--- src/rtl/bit_field_unit.sv ---
// Bit-field unit: sets, clears, toggles or extracts a contiguous field of
// an operand, one bit per clock, with a valid/ready request and result handshake.
module bit_field_unit #(
    parameter int BITS = 32,
    localparam int IDXW = $clog2(BITS)
) (
    input  logic            i_clk,
    input  logic            i_rst,
    input  logic            i_valid,
    output logic            o_ready,
    input  logic [1:0]      i_op,
    input  logic [BITS-1:0] i_argA,
    input  logic [BITS-1:0] i_argB,
    input  logic [IDXW:0]   i_len,
    output logic            o_valid,
    input  logic            i_ready,
    output logic [BITS-1:0] o_result,
    output logic            o_error
);

    typedef enum logic [1:0] {
        IDLE,
        BUSY,
        DONE
    } state_t;

    typedef enum logic [1:0] {
        OP_SET = 2'b00,
        OP_CLR = 2'b01,
        OP_TGL = 2'b10,
        OP_TST = 2'b11
    } op_t;

    localparam logic [IDXW:0] BITS_W  = (IDXW+1)'(BITS);
    localparam logic [IDXW:0] LEN_ONE = (IDXW+1)'(1);

    state_t            state_q, state_d;
    op_t               op_q, op_d;
    logic [IDXW-1:0]   idx_q, idx_d;
    logic [IDXW:0]     len_q, len_d;
    logic [IDXW-1:0]   cnt_q, cnt_d;
    logic [BITS-1:0]   a_q, a_d;
    logic [BITS-1:0]   work_q, work_d;
    logic              err_q, err_d;

    logic              idx_high;
    logic [IDXW:0]     field_end;
    logic              illegal;
    logic [IDXW-1:0]   pos;
    logic              last_bit;

    // Request legality: index must fit in IDXW bits, length non-zero,
    // and the field must end at or below the operand MSB.
    always_comb begin
        idx_high  = |i_argB[BITS-1:IDXW];
        field_end = {1'b0, i_argB[IDXW-1:0]} + i_len;
        illegal   = idx_high || (i_len == '0) || (field_end > BITS_W);
    end

    // Bit position handled this cycle and whether it is the final one of the field.
    always_comb begin
        pos      = idx_q + cnt_q;
        last_bit = ({1'b0, cnt_q} == (len_q - LEN_ONE));
    end

    // Next-state and datapath update.
    always_comb begin
        state_d = state_q;
        op_d    = op_q;
        idx_d   = idx_q;
        len_d   = len_q;
        cnt_d   = cnt_q;
        a_d     = a_q;
        work_d  = work_q;
        err_d   = err_q;

        case (state_q)
            IDLE: begin
                if (i_valid) begin
                    op_d  = op_t'(i_op);
                    idx_d = i_argB[IDXW-1:0];
                    len_d = i_len;
                    a_d   = i_argA;
                    cnt_d = '0;
                    if (illegal) begin
                        work_d  = i_argA;
                        err_d   = 1'b1;
                        state_d = DONE;
                    end else begin
                        work_d  = (op_t'(i_op) == OP_TST) ? '0 : i_argA;
                        err_d   = 1'b0;
                        state_d = BUSY;
                    end
                end
            end

            BUSY: begin
                case (op_q)
                    OP_SET:  work_d[pos]   = 1'b1;
                    OP_CLR:  work_d[pos]   = 1'b0;
                    OP_TGL:  work_d[pos]   = ~work_q[pos];
                    default: work_d[cnt_q] = a_q[pos];
                endcase
                // Counter parks at len-1 on the final bit so it never
                // steps past the field.
                if (last_bit) begin
                    state_d = DONE;
                end else begin
                    cnt_d = cnt_q + 1'b1;
                end
            end

            DONE: begin
                if (i_ready) begin
                    state_d = IDLE;
                end
            end

            default: begin
                state_d = IDLE;
            end
        endcase
    end

    // State and datapath registers, cleared asynchronously.
    always_ff @(posedge i_clk or posedge i_rst) begin
        if (i_rst) begin
            state_q <= IDLE;
            op_q    <= OP_SET;
            idx_q   <= '0;
            len_q   <= '0;
            cnt_q   <= '0;
            a_q     <= '0;
            work_q  <= '0;
            err_q   <= 1'b0;
        end else begin
            state_q <= state_d;
            op_q    <= op_d;
            idx_q   <= idx_d;
            len_q   <= len_d;
            cnt_q   <= cnt_d;
            a_q     <= a_d;
            work_q  <= work_d;
            err_q   <= err_d;
        end
    end

    // Outputs decoded directly from registered state.
    always_comb begin
        o_ready  = (state_q == IDLE);
        o_valid  = (state_q == DONE);
        o_result = work_q;
        o_error  = err_q;
    end

endmodule

--- config.mk ---
export PLATFORM = sky130hd
export DESIGN_NAME = bit_field_unit
export DESIGN_NICKNAME = d
export VERILOG_FILES = /design/src/rtl/bit_field_unit.sv
export SDC_FILE = /design/constraint.sdc
export NUM_CORES = 1
export LEC_CHECK = 0
export ABC_CLOCK_PERIOD_IN_PS = 4300
export BUFFER_PORTS_ARGS = -buffer_cell sky130_fd_sc_hd__buf_4
export CAP_MARGIN = 20
export CORE_MARGIN = 10
export CORE_UTILIZATION = 55
export CTS_CLUSTER_SIZE = 40
export DETAILED_ROUTE_END_ITERATION = 12
export GPL_TIMING_DRIVEN = 0
export PLACE_DENSITY = 0.78
export SLEW_MARGIN = 20
export SYNTH_ARGS = -nofsm -noshare
export SYNTH_HDL_FRONTEND = slang
export SYNTH_SLANG_ARGS = --single-unit
export TNS_END_PERCENT = 10
--- constraint.sdc ---
create_clock -name i_clk -period 4.3 [get_ports i_clk]
set_input_delay 0.43 -clock i_clk [delete_from_list [all_inputs] [get_ports i_clk]]
set_output_delay 0.43 -clock i_clk [all_outputs]
set_load 0.02 [all_outputs]
# After elaboration in Yosys (flattened, before gate mapping)
# Cells that the tools add are included.
# op_classes
n_addsub	4
n_lt_le_gt_ge	5
n_eq_ne	10
n_mux	24
bitwise	4
n_reduce_logical	13
# ops
operator	count
two-way mux 32 bit	3
one-hot mux 32 bit (3 select lines)	1
bitwise mux 32 bit	2
one-hot mux 32 bit (2 select lines)	1
bitwise AND 32 bit	1
NOT 32 bit	1
bitwise OR 32 bit	1
OR reduction 27 bit	1
less-than comparator 5 x 6 -> 1 bit, second input constant	2
binary-select mux 1 bit (select 5 bit)	2
demux 1 bit (select 5 bit)	2
>= comparator 5 x 1 -> 1 bit, second input constant	2
two-way mux 5 bit	2
one-hot mux 5 bit (2 select lines)	1
two-way mux 2 bit	4
adder 5 x 6 -> 6 bit	1
equality test 2 bit, second input constant	3
equality test 5 x 6 -> 1 bit	1
greater-than comparator 6 bit, second input constant	1
logical NOT 6 bit	1
inequality test 2 bit, second input constant	3
one-hot mux 2 bit (3 select lines)	1
AND reduction 3 bit	2
subtractor 6 x 1 -> 6 bit, second input constant	1
11 further kinds	20
# totals
reg_bits	85
input_bits	76
out_inout_bits	35
word_cells	68

# Logic depth before layout (Yosys ltp)
# Gate-level depths: netlist (run 1).
# depth
ltp_word	9
ltp_mapped	12

# Least setup slack after synthesis (run 1)
# OpenSTA, ideal clock, no wires.
# synth_timing
kind	reg2reg
from	register cnt_q[0]
to	register work_q[27], in the netlist o_result[27]
setup_time_ns	0.136
arrival_time_ns	2.965
required_time_ns	4.164
setup_slack_ns	1.199
stages_incl_launch_ff	12
path_buffers	3
period_less_slack_ns	3.101
cell_sequence	dfrtp_1 -> ha_1 -> fa_1 -> clkbuf_1 -> buf_2 -> mux4_2 -> mux2i_1 -> o211ai_1 -> a2111o_1 -> o31ai_1 -> buf_2 -> o41ai_1
# synth_via
elab_chain_len	9
elab_cells_between_ends	23
classes_between	1 x add/sub; 4 x order compare; 12 x mux; 4 x bitwise; 2 x reduce/logical
# synth_lines
item	line	rtl
from (decl)	41	logic [IDXW-1:0] cnt_q, cnt_d;
from (signal assigned)	141	cnt_q <= cnt_d;
adder 5 bit	62	pos = idx_q + cnt_q;
less-than comparator 5 x 6 -> 1 bit (not written as such) / >= comparator 5 x 1 -> 1 bit (equally long branches)	99, 100, 101	
logical AND 1 bit (not written as such)	99, 100, 101	
two-way mux 1 bit (not written as such)	99, 100, 101	
demux 1 bit (select 5 bit)	99, 100, 101	
NOT 32 bit (no line)	--	
bitwise AND 32 bit (no line)	--	
one-hot mux 32 bit (3 select lines) *	98	case (op_q)
one-hot mux 32 bit (2 select lines) *	77	case (state_q)
to (signal assigned)	143	work_q <= work_d;
to (decl)	43	logic [BITS-1:0] work_q, work_d;
# Every way passes the cells marked *; elsewhere a longest branch is shown, timed or not. The select of a mux whose other input is x is not followed.
# A chain may end at the register's enable or synchronous reset.

# Worst setup path after layout (run 1)
# layout_timing
from	register cnt_q[0]
to	register work_q[16], in the netlist o_result[16]
# Same word-level chain as after synthesis.

==> run_results.csv, run 1 <==
group,metric,value,unit
drt,routed_wirelength,22.89,mm
floorplanning,io_pins,111,
finish,fin_cells,948,
sta,fmax,0.2377,GHz
placed_design,dp_worst_setup_slack,0.1166,ns
drt,drtIter0Drc,815,
critical_path,r2r-end,"o_result[16]$_DFFE_PP0P_",
sta,max_slew.worst_pin.slew,1.137,ns
synthesis,synth_edf_count,0,
sta,period_minus_slack,4.207,ns
grt,overflow,0,
synthesis,synth_cell_types,59,
floorplanning,die_height,125.5,um
critical_path,critical_path_class,"flip-flop to flip-flop",
sta,setup_ws,0.09346,ns
critical_path,arrival,4.45,ns
synthesis,syn_inst,680,
clocking,cts_tree,"yes",
drt,antenna_left,0,
placed_design,dpl_cell_area,0.007149,mm^2
clocking,postCtsSetupRepairBufs,0,
drt,vias,6418,
sta,slew_violations,0,
grt,top_usage_layer,"met2",
sta,fin_setup_tns,0,ns
critical_path,end_kind,"flip-flop",
critical_path,r2r-start,"cnt_q[0]$_DFFE_PP0P_",
sta,timing.hold.ws,0.08969,ns
run,cap_violations,0,
drt,wl_per_cell,24.14,um
sta,skew,0.01016,ns
finish,final_cell_mix,"buf_4 (113), nor2_1 (92), dfrtp_1 (85)",
finish,syn2layout_area_growth,19.98,%
drt,via_per_inst,6.770,
grt,met3_usage,4.943,%
hold_path,worstHoldPathType,"input pin to asynchronous set/reset pin",
grt,use_met1,33.98,%
grt,use_met2,46.69,%
clocking,clk_path_buf_depth,2,
clocking,htree_num_levels,3,
critical_path,critPathMaxFanout,10,
clocking,cts_root_buf,"clkbuf_8",
grt,grt_max_degree,48,
placed_design,hpwl,17.23,mm
power_and_ir_drop,total_power,3.121,mW
placed_design,portBuffers,110,
finish,post-route-util,67.42,%
sta,hold_viol,0,
synthesis,yosys.area_share.xor_xnor,1.697,%
floorplanning,die-area,0.01574,mm^2
critical_path,regToRegSetupSlack,0.09,ns
critical_path,rr_worst_depth,11,
placed_design,numPlacedInstances,931,
synthesis,synth_top_family_by_area,"compound AO/OA/AOI/OAI gates",
floorplanning,rows,38,
critical_path,worstPathRequired,4.54,ns
floorplanning,initial_core_util,56.19,%
sta,fin_crit_sh,97.83,%
synthesis,synth_compound_area_share,22.25,%
synthesis,muxShareOfSynthArea,14.93,%
status,status,"complete, no violations",
synthesis,avgSynthCellArea,8.998,um^2
synthesis,synthAdderAreaFrac,3.517,%
synthesis,yosysSeqAreaShare,34.76,%
grt,antenna_found_initial,0,
finish,layout.nets,894,
drt,route.detailed.drc,0,
placed_design,gp_congestion,1.003,
critical_path,critPathLaunchType,"flip-flop",
finish,drive_gt1_share,25.53,%
drt,drtPass1Iterations,7,
synthesis,synthSimpleGateAreaFrac,18.34,%
sta,finalSetupViolations,0,
clocking,cts_num_sinks,85,
synthesis,netlist_area,0.006118,mm^2
grt,grt_pass1_vias,6450,
power_and_ir_drop,power.leakage,3.078,nW
sta,relSlewSlack,23.58,%
finish,finalInstanceArea,0.007341,mm^2
synthesis,yosysWarnings,0,
sta,rsz0062_at_grt,"no",
grt,grtUsageTotal,27.93,%
power_and_ir_drop,peakVddDrop,294.8,uV
synthesis,ys.flop_type,"dfrtp_1",
finish,final_common_cell,"buf_4",
floorplanning,die_x,125.5,um
synthesis,syn-num-nets,772,
clocking,cts.clk_slew.worst_paths,0.09,ns
synthesis,synthArstFlopShare,100.0,%
clocking,clock_latency,0.38,ns
synthesis,ys_seq_elements,85,
floorplanning,core,0.01089,mm^2
clocking,numCtsBuffers,9,
grt,grt_pass1_wl,35.29,mm
power_and_ir_drop,power_density,425.1,mW/mm^2
## critical path, stage by stage (launching register included)
cell and delay, ns:
dfrtp_1 0.49, ha_1 0.27, fa_1 0.49, clkbuf_1 0.36
clkbuf_4 0.37, mux4_2 0.33, mux2i_1 0.29, o211ai_1 0.12
a2111o_1 0.43, o31ai_1 0.30, clkbuf_4 0.46, o31ai_1 0.12
## worst max path at each step
stage | startpoint | endpoint | slack (ns) | cells after the start
detailed placement | cnt_q[0]$_DFFE_PP0P_ | o_result[16]$_DFFE_PP0P_ | 0.12 | 11
finish | cnt_q[0]$_DFFE_PP0P_ | o_result[16]$_DFFE_PP0P_ | 0.09 | 11
global placement | cnt_q[0]$_DFFE_PP0P_ | o_result[20]$_DFFE_PP0P_ | 0.07 | 11
CTS | cnt_q[0]$_DFFE_PP0P_ | o_result[16]$_DFFE_PP0P_ | 0.08 | 11
floorplan | cnt_q[0]$_DFFE_PP0P_ | o_result[27]$_DFFE_PP0P_ | 1.20 | 11
global route | cnt_q[0]$_DFFE_PP0P_ | o_result[16]$_DFFE_PP0P_ | 0.06 | 11
## layer usage
metal / up-vias / wire, um
li1: 2828 / -
met5: - / 0
met4: 0 / 903
met1: 3126 / 8749
met3: 75 / 2030
met2: 389 / 11200
## state kept, by name (all words and copies together) (netlist names)
| signal | cells |
|---|---|
| a_q | 32 |
| cnt_q | 5 |
| idx_q | 5 |
| len_q | 6 |
| o_error | 1 |
| o_result | 32 |
| op_q | 2 |
| state_q | 2 |
## cell type report
class                   count  area, um^2
diodes                      1       2.502
plain buffers              56       239.0
clock buffers              10       137.6
clock inverters             6       46.29
fillers                   887        3547
inverters                  11       43.79
multi-input cells         528        3716
flip-flops and latches     85        2127
well taps                 140       175.2
repair buffers            111       853.3
## kinds of logic after synthesis
family	Yosys count
and+or+nand+nor	235
AOI/OAI and AO/OA	200
DFF	85
buffers and inverters	67
muxes	66
adders and majority gates	16
xor gates and xnor gates	11
## timing repair
item,in CTS,in global routing
gates resized for setup,0,2
hold buffers,0,0
endpoints found under the setup margin,0,16
## cell usage after synthesis (all sizes together), types with 7 or more instances
master	number	area share, %
inv	11	0.67
o311ai	18	2.6
nor3	24	2.0
mux2	42	7.7
mux2i	8	1.3
o31ai	20	2.5
clkbuf	41	2.6
mux4	16	5.9
nor2	92	5.6
o21ai	52	4.3
and3	16	1.6
dfrtp	85	35
buf	15	1.3
a21oi	35	2.9
ha	14	2.9
nand4	8	0.82
nand2	37	2.3
a31oi	14	1.4
nand3	11	0.90
a211oi	10	1.3
o41ai	15	2.3
nor4	8	0.82
nor2b	8	0.82
xor2	7	1.1
## power by group
group	internal, mW	switching, mW
logic	0.585	0.811
clock network	0.230	0.335
registers	0.984	0.175
total	1.80	1.32
Note: power is estimated with default switching activity, not from simulation.
==> inputs of run 2 (changes only) <==
--- a/config.mk
+++ b/config.mk
@@ -12,7 +12,6 @@
 export CORE_UTILIZATION = 55
 export CTS_CLUSTER_SIZE = 40
 export DETAILED_ROUTE_END_ITERATION = 12
-export GPL_TIMING_DRIVEN = 0
 export PLACE_DENSITY = 0.78
 export SLEW_MARGIN = 20
 export SYNTH_ARGS = -nofsm -noshare
==> run 2 against run 1 <==
  * Total power down 3.7%
  * Global-route usage down 3.1 points
  * Sequential power up 4%
  * Critical path depth down 4
  * First-iteration DRC count down 13%
  * Die area unchanged
  * Non-clock buffer count down 44
  * Clock power down 6.7%
  * Largest cell class unchanged
==> run_results.csv, run 2 (synthesis gave the netlist of run 1 again) <==
group,metric,value,unit
critical_path,end_kind,"flip-flop",
finish,layout.nets,850,
floorplanning,initial_core_util,56.19,%
placed_design,gp_congestion,0.9818,
grt,overflow,0,
finish,final_cell_mix,"buf_4 (122), nor2_1 (92), dfrtp_1 (85)",
sta,skew,0.01745,ns
clocking,htree_num_levels,3,
sta,hold_viol,0,
finish,post-route-util,66.07,%
drt,route.detailed.drc,0,
placed_design,hpwl,14.45,mm
sta,finalSetupViolations,0,
clocking,postCtsHoldBufs,0,
critical_path,arrival,4.05,ns
floorplanning,die_height,125.5,um
grt,grt_pass1_vias,6134,
run,cap_violations,0,
floorplanning,die-area,0.01574,mm^2
grt,grt_max_degree,58,
grt,grtUsageTotal,24.79,%
floorplanning,io_pins,111,
drt,vias,6094,
power_and_ir_drop,peakVddDrop,255.2,uV
drt,wl_per_cell,22.22,um
grt,antenna_found_initial,0,
clocking,clk_path_buf_depth,2,
hold_path,worstHoldPathType,"input pin to asynchronous set/reset pin",
floorplanning,die_x,125.5,um
drt,drtPass1Iterations,8,
critical_path,critPathMaxFanout,16,
power_and_ir_drop,power.leakage,3.024,nW
sta,max_slew.worst_pin.slew,1.031,ns
sta,rsz0062_at_grt,"no",
clocking,cts_root_buf,"clkbuf_8",
power_and_ir_drop,power_density,417.9,mW/mm^2
sta,fmax,0.2660,GHz
power_and_ir_drop,total_power,3.006,mW
status,status,"complete, no violations",
drt,antenna_left,0,
finish,syn2layout_area_growth,17.57,%
sta,fin_crit_sh,87.42,%
floorplanning,rows,38,
finish,fillCellCount,888,
critical_path,worstPathRequired,4.59,ns
placed_design,portBuffers,110,
drt,via_per_inst,6.756,
clocking,numCtsBuffers,9,
sta,period_minus_slack,3.759,ns
finish,final_common_cell,"buf_4",
drt,routed_wirelength,20.04,mm
finish,diodes,0,
sta,relSlewSlack,31.28,%
sta,fin_setup_tns,0,ns
clocking,cts_tree,"yes",
clocking,cts_num_sinks,85,
grt,grt_pass1_wl,32.22,mm
drt,drtIter0Drc,705,
critical_path,critical_path_class,"flip-flop to flip-flop",
critical_path,critPathLaunchType,"flip-flop",
finish,drive_gt1_share,27.03,%
clocking,cts.clk_slew.worst_paths,0.09,ns
sta,slew_violations,0,
clocking,cts_resized,0,
clocking,postCtsSetupRepairBufs,0,
clocking,clock_latency,0.39,ns
floorplanning,core,0.01089,mm^2
run 2: changes by cell type in the layout (fill, tap and decap cells not counted), moves of 2 or more:
cell / previous run / this run
clkinv_2: 1 / 3
clkbuf_4: 2 / 0
buf_1: 4 / 0
clkbuf_1: 39 / 1
clkbuf_2: 2 / 0
buf_2: 6 / 0
buf_4: 113 / 122
inv_6: 2 / 0
run 2: path summary, 6_finish.rpt:
path	from	to	slack, ns	cells after the start
max	cnt_q[0]$_DFFE_PP0P_	o_result[19]$_DFFE_PP0P_	0.54	7
min	i_rst	o_result[23]$_DFFE_PP0P_	0.13	2
max reg2reg	cnt_q[0]$_DFFE_PP0P_	o_result[19]$_DFFE_PP0P_	0.54	7
min reg2reg	o_error$_DFFE_PP0P_	o_error$_DFFE_PP0P_	0.52	1
max in group asynchronous	i_rst	o_result[2]$_DFFE_PP0P_	3.11	3
min in group i_clk	i_len[3]	len_q[3]$_DFFE_PP0P_	0.27	3
run 2: worst max-delay path: stages (launching register included):
cell and delay [ns]:
dfrtp_1 0.48, ha_1 0.87, buf_4 0.32, mux4_2 0.51, mux2i_1 0.26, a311o_1 0.70
o311ai_0 0.25, o31ai_1 0.26
run 2: final cells by class:
type / count / area (um^2) / share of cell area (%)
repair buffers: 123 / 943.4 / 13.12
well taps: 140 / 175.2 / 2.435
flip-flops and latches: 85 / 2127 / 29.57
clock buffers: 11 / 141.4 / 1.966
multi-input cells: 528 / 3739 / 51.97
clock inverters: 4 / 25.02 / 0.3479
inverters: 11 / 42.54 / 0.5914
run 2: metal layers:
metal	track usage [%]	part of all wire [%]
met2	40.06	48
met1	29.99	37
met3	5.830	10
met4	13.21	4.2
met5	0	0
run 2: report_power, final:
part | internal (mW) | switching (mW) | total [mW] | leakage (nW)
combinational | 0.569 | 0.704 | 1.27 | 1.91
sequential | 0.985 | 0.220 | 1.21 | 1.03
clock | 0.221 | 0.306 | 0.527 | 0.0812
run 2: per-stage QoR:
stage | hold WS (ns) | setup WS, ns | instances | area [um^2]
2_1_floorplan | 0.4752 | 1.199 | 680 | 6118
3_3_place_gp | 0.4872 | 0.6970 | 886 | 6999
3_5_place_dp | 0.4977 | 0.5914 | 887 | 7027
4_1_cts | 0.1577 | 0.5709 | 902 | 7193
5_1_grt | 0.1797 | 0.2616 | 902 | 7193
6_report | 0.1294 | 0.5408 | 902 | 7193
